### src/rtl/cla_seq_pkg.sv
// Shared constants for the byte-serial CLA adder.
// Holds the slice width and the sequencer state encoding.
package cla_seq_pkg;

  localparam int BYTE_W = 8;

  localparam logic ST_IDLE = 1'b0;
  localparam logic ST_RUN  = 1'b1;

  typedef enum logic {
    S_IDLE = ST_IDLE,
    S_RUN  = ST_RUN
  } state_e;

endpackage

### src/rtl/cla_8.sv
// 8-bit carry-lookahead adder slice.
// Each carry is a flat sum of generate/propagate products.
module cla_8
  import cla_seq_pkg::*;
(
  input  logic [BYTE_W-1:0] A,
  input  logic [BYTE_W-1:0] B,
  input  logic              Cin,
  output logic [BYTE_W-1:0] Sum,
  output logic              Cout
);

  logic [BYTE_W-1:0] w_g;
  logic [BYTE_W-1:0] w_p;
  logic [BYTE_W:0]   w_c;

  // Lookahead carries: c[i+1] = g[i] | p[i]g[i-1] | ... | p[i..0]cin
  function automatic logic [BYTE_W:0] carries(
    input logic [BYTE_W-1:0] g,
    input logic [BYTE_W-1:0] p,
    input logic              ci
  );
    logic [BYTE_W:0] c;
    logic            pr;
    c    = '0;
    c[0] = ci;
    for (int i = 0; i < BYTE_W; i++) begin
      c[i+1] = g[i];
      pr     = p[i];
      for (int j = i - 1; j >= 0; j--) begin
        c[i+1] = c[i+1] | (pr & g[j]);
        pr     = pr & p[j];
      end
      c[i+1] = c[i+1] | (pr & ci);
    end
    return c;
  endfunction

  assign w_g  = A & B;
  assign w_p  = A ^ B;
  assign w_c  = carries(w_g, w_p, Cin);
  assign Sum  = w_p ^ w_c[BYTE_W-1:0];
  assign Cout = w_c[BYTE_W];

endmodule

### src/rtl/cla_seq_adder_ctrl.sv
// Byte-serial wide adder reusing one cla_8 slice.
// One byte per clock, LSB first, carry chained through a register.
module cla_seq_adder_ctrl
  import cla_seq_pkg::*;
#(
  parameter  int NBYTES = 4,
  localparam int W      = BYTE_W * NBYTES
) (
  input  logic         clk,
  input  logic         rst_n,
  input  logic         start,
  input  logic [W-1:0] a,
  input  logic [W-1:0] b,
  input  logic         cin,
  output logic         busy,
  output logic         done,
  output logic [W-1:0] sum,
  output logic         cout
);

  localparam int IDXW = $clog2(NBYTES);

  state_e r_state;
  state_e w_state_nxt;

  logic [W-1:0]      r_a;
  logic [W-1:0]      r_b;
  logic              r_carry;
  logic [IDXW-1:0]   r_idx;

  logic              w_accept;
  logic              w_last;
  logic [BYTE_W-1:0] w_a_byte;
  logic [BYTE_W-1:0] w_b_byte;
  logic [BYTE_W-1:0] w_sum;
  logic              w_cout;

  assign w_last   = (r_idx == IDXW'(NBYTES - 1));
  assign w_a_byte = r_a[BYTE_W*r_idx +: BYTE_W];
  assign w_b_byte = r_b[BYTE_W*r_idx +: BYTE_W];
  assign busy     = (r_state == S_RUN);

  cla_8 u_cla (
    .A    (w_a_byte),
    .B    (w_b_byte),
    .Cin  (r_carry),
    .Sum  (w_sum),
    .Cout (w_cout)
  );

  // State register
  always_ff @(posedge clk) begin
    if (!rst_n) r_state <= S_IDLE;
    else        r_state <= w_state_nxt;
  end

  // Next state; a start is only taken while idle
  always_comb begin
    w_state_nxt = r_state;
    w_accept    = 1'b0;
    unique case (r_state)
      S_IDLE: begin
        if (start) begin
          w_state_nxt = S_RUN;
          w_accept    = 1'b1;
        end
      end
      S_RUN: begin
        if (w_last) w_state_nxt = S_IDLE;
      end
      default: w_state_nxt = S_IDLE;
    endcase
  end

  // Operand capture, per-byte result write and done pulse
  always_ff @(posedge clk) begin
    if (!rst_n) begin
      r_a     <= '0;
      r_b     <= '0;
      r_carry <= 1'b0;
      r_idx   <= '0;
      sum     <= '0;
      cout    <= 1'b0;
      done    <= 1'b0;
    end else begin
      done <= 1'b0;
      if (w_accept) begin
        r_a     <= a;
        r_b     <= b;
        r_carry <= cin;
        r_idx   <= '0;
        sum     <= '0;
        cout    <= 1'b0;
      end else if (r_state == S_RUN) begin
        sum[BYTE_W*r_idx +: BYTE_W] <= w_sum;
        r_carry <= w_cout;
        if (w_last) begin
          r_idx <= '0;
          cout  <= w_cout;
          done  <= 1'b1;
        end else begin
          r_idx <= r_idx + 1'b1;
        end
      end
    end
  end

endmodule

### config.mk
export PLATFORM = sky130hd
export DESIGN_NAME = cla_seq_adder_ctrl
export DESIGN_NICKNAME = d
export VERILOG_FILES = /design/src/rtl/cla_seq_pkg.sv /design/src/rtl/cla_8.sv /design/src/rtl/cla_seq_adder_ctrl.sv
export SDC_FILE = /design/constraint.sdc
export NUM_CORES = 1
export LEC_CHECK = 0
export ABC_AREA = 1
export CAP_MARGIN = 20
export CORE_AREA = 2 2 98 109
export CTS_BUF_LIST = sky130_fd_sc_hd__clkbuf_4 sky130_fd_sc_hd__clkbuf_8
export DETAILED_ROUTE_END_ITERATION = 12
export DIE_AREA = 0 0 100 111
export HOLD_SLACK_MARGIN = 0.1
export MAX_ROUTING_LAYER = met4
export PLACE_DENSITY = 0.77
export SLEW_MARGIN = 20
export SYNTH_ARGS = -nofsm -noshare
export SYNTH_HDL_FRONTEND = slang
export SYNTH_SLANG_ARGS = --single-unit
export TNS_END_PERCENT = 1
### constraint.sdc
create_clock -name clk -period 2.2 [get_ports clk]
set_input_delay 0.44 -clock clk [delete_from_list [all_inputs] [get_ports clk]]
set_output_delay 0.44 -clock clk [all_outputs]
set_load 0.01 [all_outputs]
# Word level (Yosys, flattened, before mapping)
# Cells that the tools add are included.
[classes] n_addsub=2 n_eq_ne=1 shift=4 muxes=9 bitwise=105 n_reduce_logical=4
[op_table] operator="$and A1 B1 Y1" count=64
[op_table] operator="$shiftx A32 B6 Y8" count=2
[op_table] operator="$or A1 B1 Y1" count=36
[op_table] operator="$neg A5 Y34" count=1
[op_table] operator="$shift A8 B34 Y32 const A" count=1
[op_table] operator="$shiftx A8 B34 Y32" count=1
[op_table] operator="$bwmux W32" count=1
[op_table] operator="$xor A8 B8 Y8" count=2
[op_table] operator="$and A8 B8 Y8" count=1
[op_table] operator="$mux W1" count=6
[op_table] operator="$reduce_or A3 Y1" count=1
[op_table] operator="$add A2 B1 Y2 const B" count=1
[op_table] operator="$eq A2 B2 Y1 const B" count=1
[op_table] operator="$mux W2" count=1
[op_table] operator="$not A1 Y1" count=2
[op_table] operator="$pmux W1 S2" count=1
[op_table] operator="$reduce_and A2 Y1" count=1
[op_table] operator="$reduce_bool A2 Y1" count=1
[op_table] operator="$reduce_or A2 Y1" count=1
[word_totals] regBits=102 out_inout_bits=35 elab_cells=133

# Depth between registers and ports, before layout
[depth] depth_word=13 mapped_depth=15 ltp_nobuf=14

# Cells and area by module
# From an unflattened synthesis, not the netlist that was laid out.
[unflattened] cells_unflattened=672 area_unflattened_um2=4803.4
[by_module_without_submodules] mod="cla_seq_adder_ctrl" n_inst=1 cells_per_inst=600 area_per_inst_um2=4379.2 seq_area_each_um2=2042.0
[by_module_without_submodules] mod="cla_8" n_inst=1 cells_per_inst=72 area_per_inst_um2=424.2 seq_area_each_um2=0.0

# Worst setup path before layout
# OpenSTA, ideal clock, no wires.
[synth_timing] path_type="register -> register" from="register r_idx[0]" to="register sum[21]" arrival_ns=2.219 required_ns=2.079 slack_ns=-0.140 stages_incl_launch_ff=15 period_less_slack_ns=2.340 cell_sequence="dfxtp_1 buf_2 clkbuf_1 nor2_1 o22ai_1 ha_1 nand2_1 nand2_1 nor2_1 nand2_1 or2_1 nand2_1 inv_1 nand3_1 a21oi_1"
[synth_via] elab_chain_cells=13
[synth_lines] item="from (decl)" line="cla_seq_adder_ctrl.sv:29" rtl="logic [IDXW-1:0] r_idx;"
[synth_lines] item="from (signal assigned)" line="cla_seq_adder_ctrl.sv:102" rtl="r_idx <= r_idx + 1'b1;"
[synth_lines] item="$shiftx A32 B6 Y8, on equally long branches" line="cla_seq_adder_ctrl.sv:39, cla_seq_adder_ctrl.sv:40"
[synth_lines] item="$xor A8 B8 Y8 / $and A8 B8 Y8 (equally long branches)" line="cla_8.sv:40, cla_8.sv:39"
[synth_lines] item="$and A1 B1 Y1, on equally long branches" line="cla_8.sv:31, cla_8.sv:32"
[synth_lines] item="$or A1 B1 Y1 (tied with other cells) (5 in a row)" line="cla_8.sv:31" rtl="c[i+1] = c[i+1] | (pr & g[j]);"
[synth_lines] item="$or A1 B1 Y1 / $and A1 B1 Y1 (equally long branches)" line="cla_8.sv:31, cla_8.sv:34"
[synth_lines] item="$or A1 B1 Y1" line="cla_8.sv:34" rtl="c[i+1] = c[i+1] | (pr & ci);"
[synth_lines] item="$xor A8 B8 Y8" line="cla_8.sv:42" rtl="assign Sum = w_p ^ w_c[BYTE_W-1:0];"
[synth_lines] item="$shiftx A8 B34 Y32" line="cla_seq_adder_ctrl.sv:95" rtl="sum[BYTE_W*r_idx +: BYTE_W] <= w_sum;"
[synth_lines] item="$bwmux W32 (*)" line="cla_seq_adder_ctrl.sv:95"
[synth_lines] item="to (signal, indexed assignment)" line="cla_seq_adder_ctrl.sv:95"
[synth_lines] item="to (decl)" line="cla_seq_adder_ctrl.sv:17" rtl="output logic [W-1:0] sum,"
# Every way passes the cells marked *; elsewhere a longest branch is shown, timed or not.
# A chain may end at the register's enable or synchronous reset.

# Final worst setup path
[layout_timing] from="register r_idx[0]" to="register sum[29]"
# The elaborated chain is that of the path after synthesis.

==> metrics <==
Core Area 10150 um2; CP top delay family simple AND/OR/NAND/NOR gates; Setup crit start kind flop; Final Skew 13.17 ps; CTS tree built; commonest non-fill, non-tap cells in the layout 159 x nor2_1, 102 x clkdlybuf4s50_1, 100 x dfxtp_1; CTS Sinks 102; cts hold-fix bufs 0; Synth Area in Adders 4.529%; H-tree levels 3; Buf+Inv Stages, Crit Path 2; pwr/cell area approximately 670 nW/um2; port bufs 102; Total GRT Usage 23.65%; Gate Count Post-Synth 639; Syn Area/Cell 7.176 um2; first-pass GRT wire length 20710 um; worst-margin pin slew 589.1 ps; max-cap viol count 0; status finished, violations left; crit path kind reg -> reg; Critical Path RT roughly 2500 ps; Slew headroom 60.58%; Synth Flop Type dfxtp_1; worst vdd ir 0.3234 mV; cell area after synthesis 4586 um2; die area roughly 11000 um2; PnR worst setup slack -107.9 ps; EDFF count, synth 0; post-synthesis compound-gate area fraction 17.90%; Synth async-reset ratio 0%; most common cell after layout, fill and taps aside nor2_1; Synth Net Count 723; Hold Vio Cnt, Final 0; Crit-path slowest cell dfxtp_4; Layout Nets approximately 860; gr ovfl total 0; post-detail-place hpwl 9183 um; sequential element share of the synthesized area 44.53%; Ports 103; DIE WIDTH 100 um; std cell rows 39; 1st-pass router iterations 5; CTS Buffer Depth 2; post-synthesis mux area share 0%; CP cell instances inv_4 -> clkbuf_16 -> o21ai_4 -> o22ai_4 -> ha_4 -> nand2_2 -> nor2_4 -> nand3_2 -> nand2_2 -> or2_1 -> nand2_2 -> nor3_4 -> nand2_1 -> a21oi_2; area delta synth->final 45.13%; largest net degree at the start of global routing 50; Starting Density 45.18%; total power 4.450 mW; crit-path max cell delay 410 ps; layout cell share with drive strength beyond 1 19.28%; n_diodes 0; Total Wirelength ~13000 um; Iter 0 DRT Violations 190; # setup viols final 9; Setup TNS -409.1 ps; fin crit period around 2300 ps; DRC 0; CP endpoint kind flop; worst-path fanout max 8; die height 111 um; Min Hold Slack ~470 ps; CTS root buffer clkbuf_8; GPL Wtd Cong 0.9329; TritonCTS Buffers 9; simple-gate share of the synthesized area 26.71%; Pleak 2.646 nW; crit share post-route 104.9%; synthesized flop and latch total 102; drt wl/cell 14.40 um; post-synthesis xor/xnor area fraction 0.3820%; largest family of logic cells by synthesized area simple AND/OR/NAND/NOR gates; Via density 5.229; Max Fclk 0.4333 GHz; Reg clk slew, reported paths roughly 100 ps; worst-skew pair later-pin latency 380 ps; unrepaired setup endpoints after global routing true; WP data arrival approximately 2600 ps; Hold Crit Class reg -> reg; routed vias between 4000 and 5000; post-synth cell types 31; Final ANT Viol Nets 0; Slew Viols, Final 0; CP most frequent cell nand2_2; Filler cells 852; number of global-route vias before repair around 4600; number of antenna violations at the first check in global routing 0; failing checks setup timing; YS warnings 0
per-layer routing:
| metal | vias up | routed length (um) | GRT usage, % |
|---|---|---|---|
| li1 | 2371 | - | - |
| met1 | 2152 | 5555 | 29.16 |
| met2 | 155 | 6372 | 38.74 |
| met3 | 33 | 645 | 3.657 |
| met4 | 0 | 401 | 9.406 |
| met5 | - | 0 | - |
path summary, 6_finish.rpt:
kind	startpoint	end	slack, ps	cells after the start
worst min-delay path	sum[30]	sum[30]	470	2
worst max register to register	r_idx[0]	sum[29]	-110	14
worst min register to register	sum[30]	sum[30]	470	2
worst max-delay path	r_idx[0]	sum[29]	-110	14
synth_stat cells, types with 2 or more instances:
cell,count,area [um2]
a21oi_1,34,170.2
ha_1,15,187.7
nor2_1,169,634.4
nor2_2,4,25.02
o211ai_1,3,22.52
inv_2,2,7.510
clkbuf_1,16,60.06
xor2_1,2,17.52
dfxtp_1,102,2042
buf_4,2,15.01
nand2_1,90,337.8
nor3_1,3,15.01
inv_1,27,101.4
a21oi_2,4,35.03
nand3_1,23,115.1
nand2_2,3,18.77
o21ai_0,93,465.5
o22ai_1,14,87.58
a32oi_1,2,17.52
nand4_1,5,31.28
a22oi_1,2,15.01
buf_2,15,75.07
logic make-up after synthesis:
logic type      Yosys count
compound gates          153
xor+xnor                  2
fa+ha+maj                16
buf+inv                  65
flops                   102
simple gates            301
state kept, by name, summed over array words and instances, names as in the netlist:
| signal | flops |
|---|---|
| r_idx | 2 |
| done | 1 |
| busy | 1 |
| sum | 32 |
| cout | 1 |
| r_b | 32 |
| r_a | 32 |
| r_carry | 1 |
report_power, final:
group,switching [mW],internal [mW],total (mW)
Sequential,0.0826,1.96,2.04
Combinational,0.607,0.567,1.17
Clock,0.649,0.587,1.24
Total,1.34,3.11,4.45
worst register-to-register path: cells and delay by family (launching register included):
| family | cells | cell delay, ps |
|---|---|---|
| fa+ha+maj | 1 | 310 |
| simple gates | 8 | 900 |
| compound gates | 3 | 390 |
| buf+inv | 2 | 230 |
| flops | 1 | 410 |
final cells by class:
type                    instances  area [um2]  share of cell area (%)
clock buffers                  12       152.6                   2.294
clock inverters                 4       53.80                  0.8084
inverters                      31       128.9                   1.936
multi-input cells             472        2603                   39.11
flip-flops and latches        102        2047                   30.76
well taps                     123       153.9                   2.312
repair buffers                157        1516                   22.79
metrics by stage:
stage / setup slack, ps / utilization, % / instances / instance area, um2
after detailed placement: -196.9 / 59.10 / 875 / 5998
final: -107.9 / 65.57 / 901 / 6655
after global routing: -230.1 / 65.57 / 901 / 6655
after floorplan: 51.76 / - / 639 / 4592
after CTS: -60.89 / 62.97 / 897 / 6391
after global placement: -110.1 / 59.10 / 875 / 5998
repair_timing:
action | CTS | global route
setup buffers | 6 | 3
gates cloned | 0 | 1
pin swaps | 11 | 18
resized for setup | 37 | 60
endpoints found under the setup margin | 31 | 32
(Power assumes the default switching activity.)
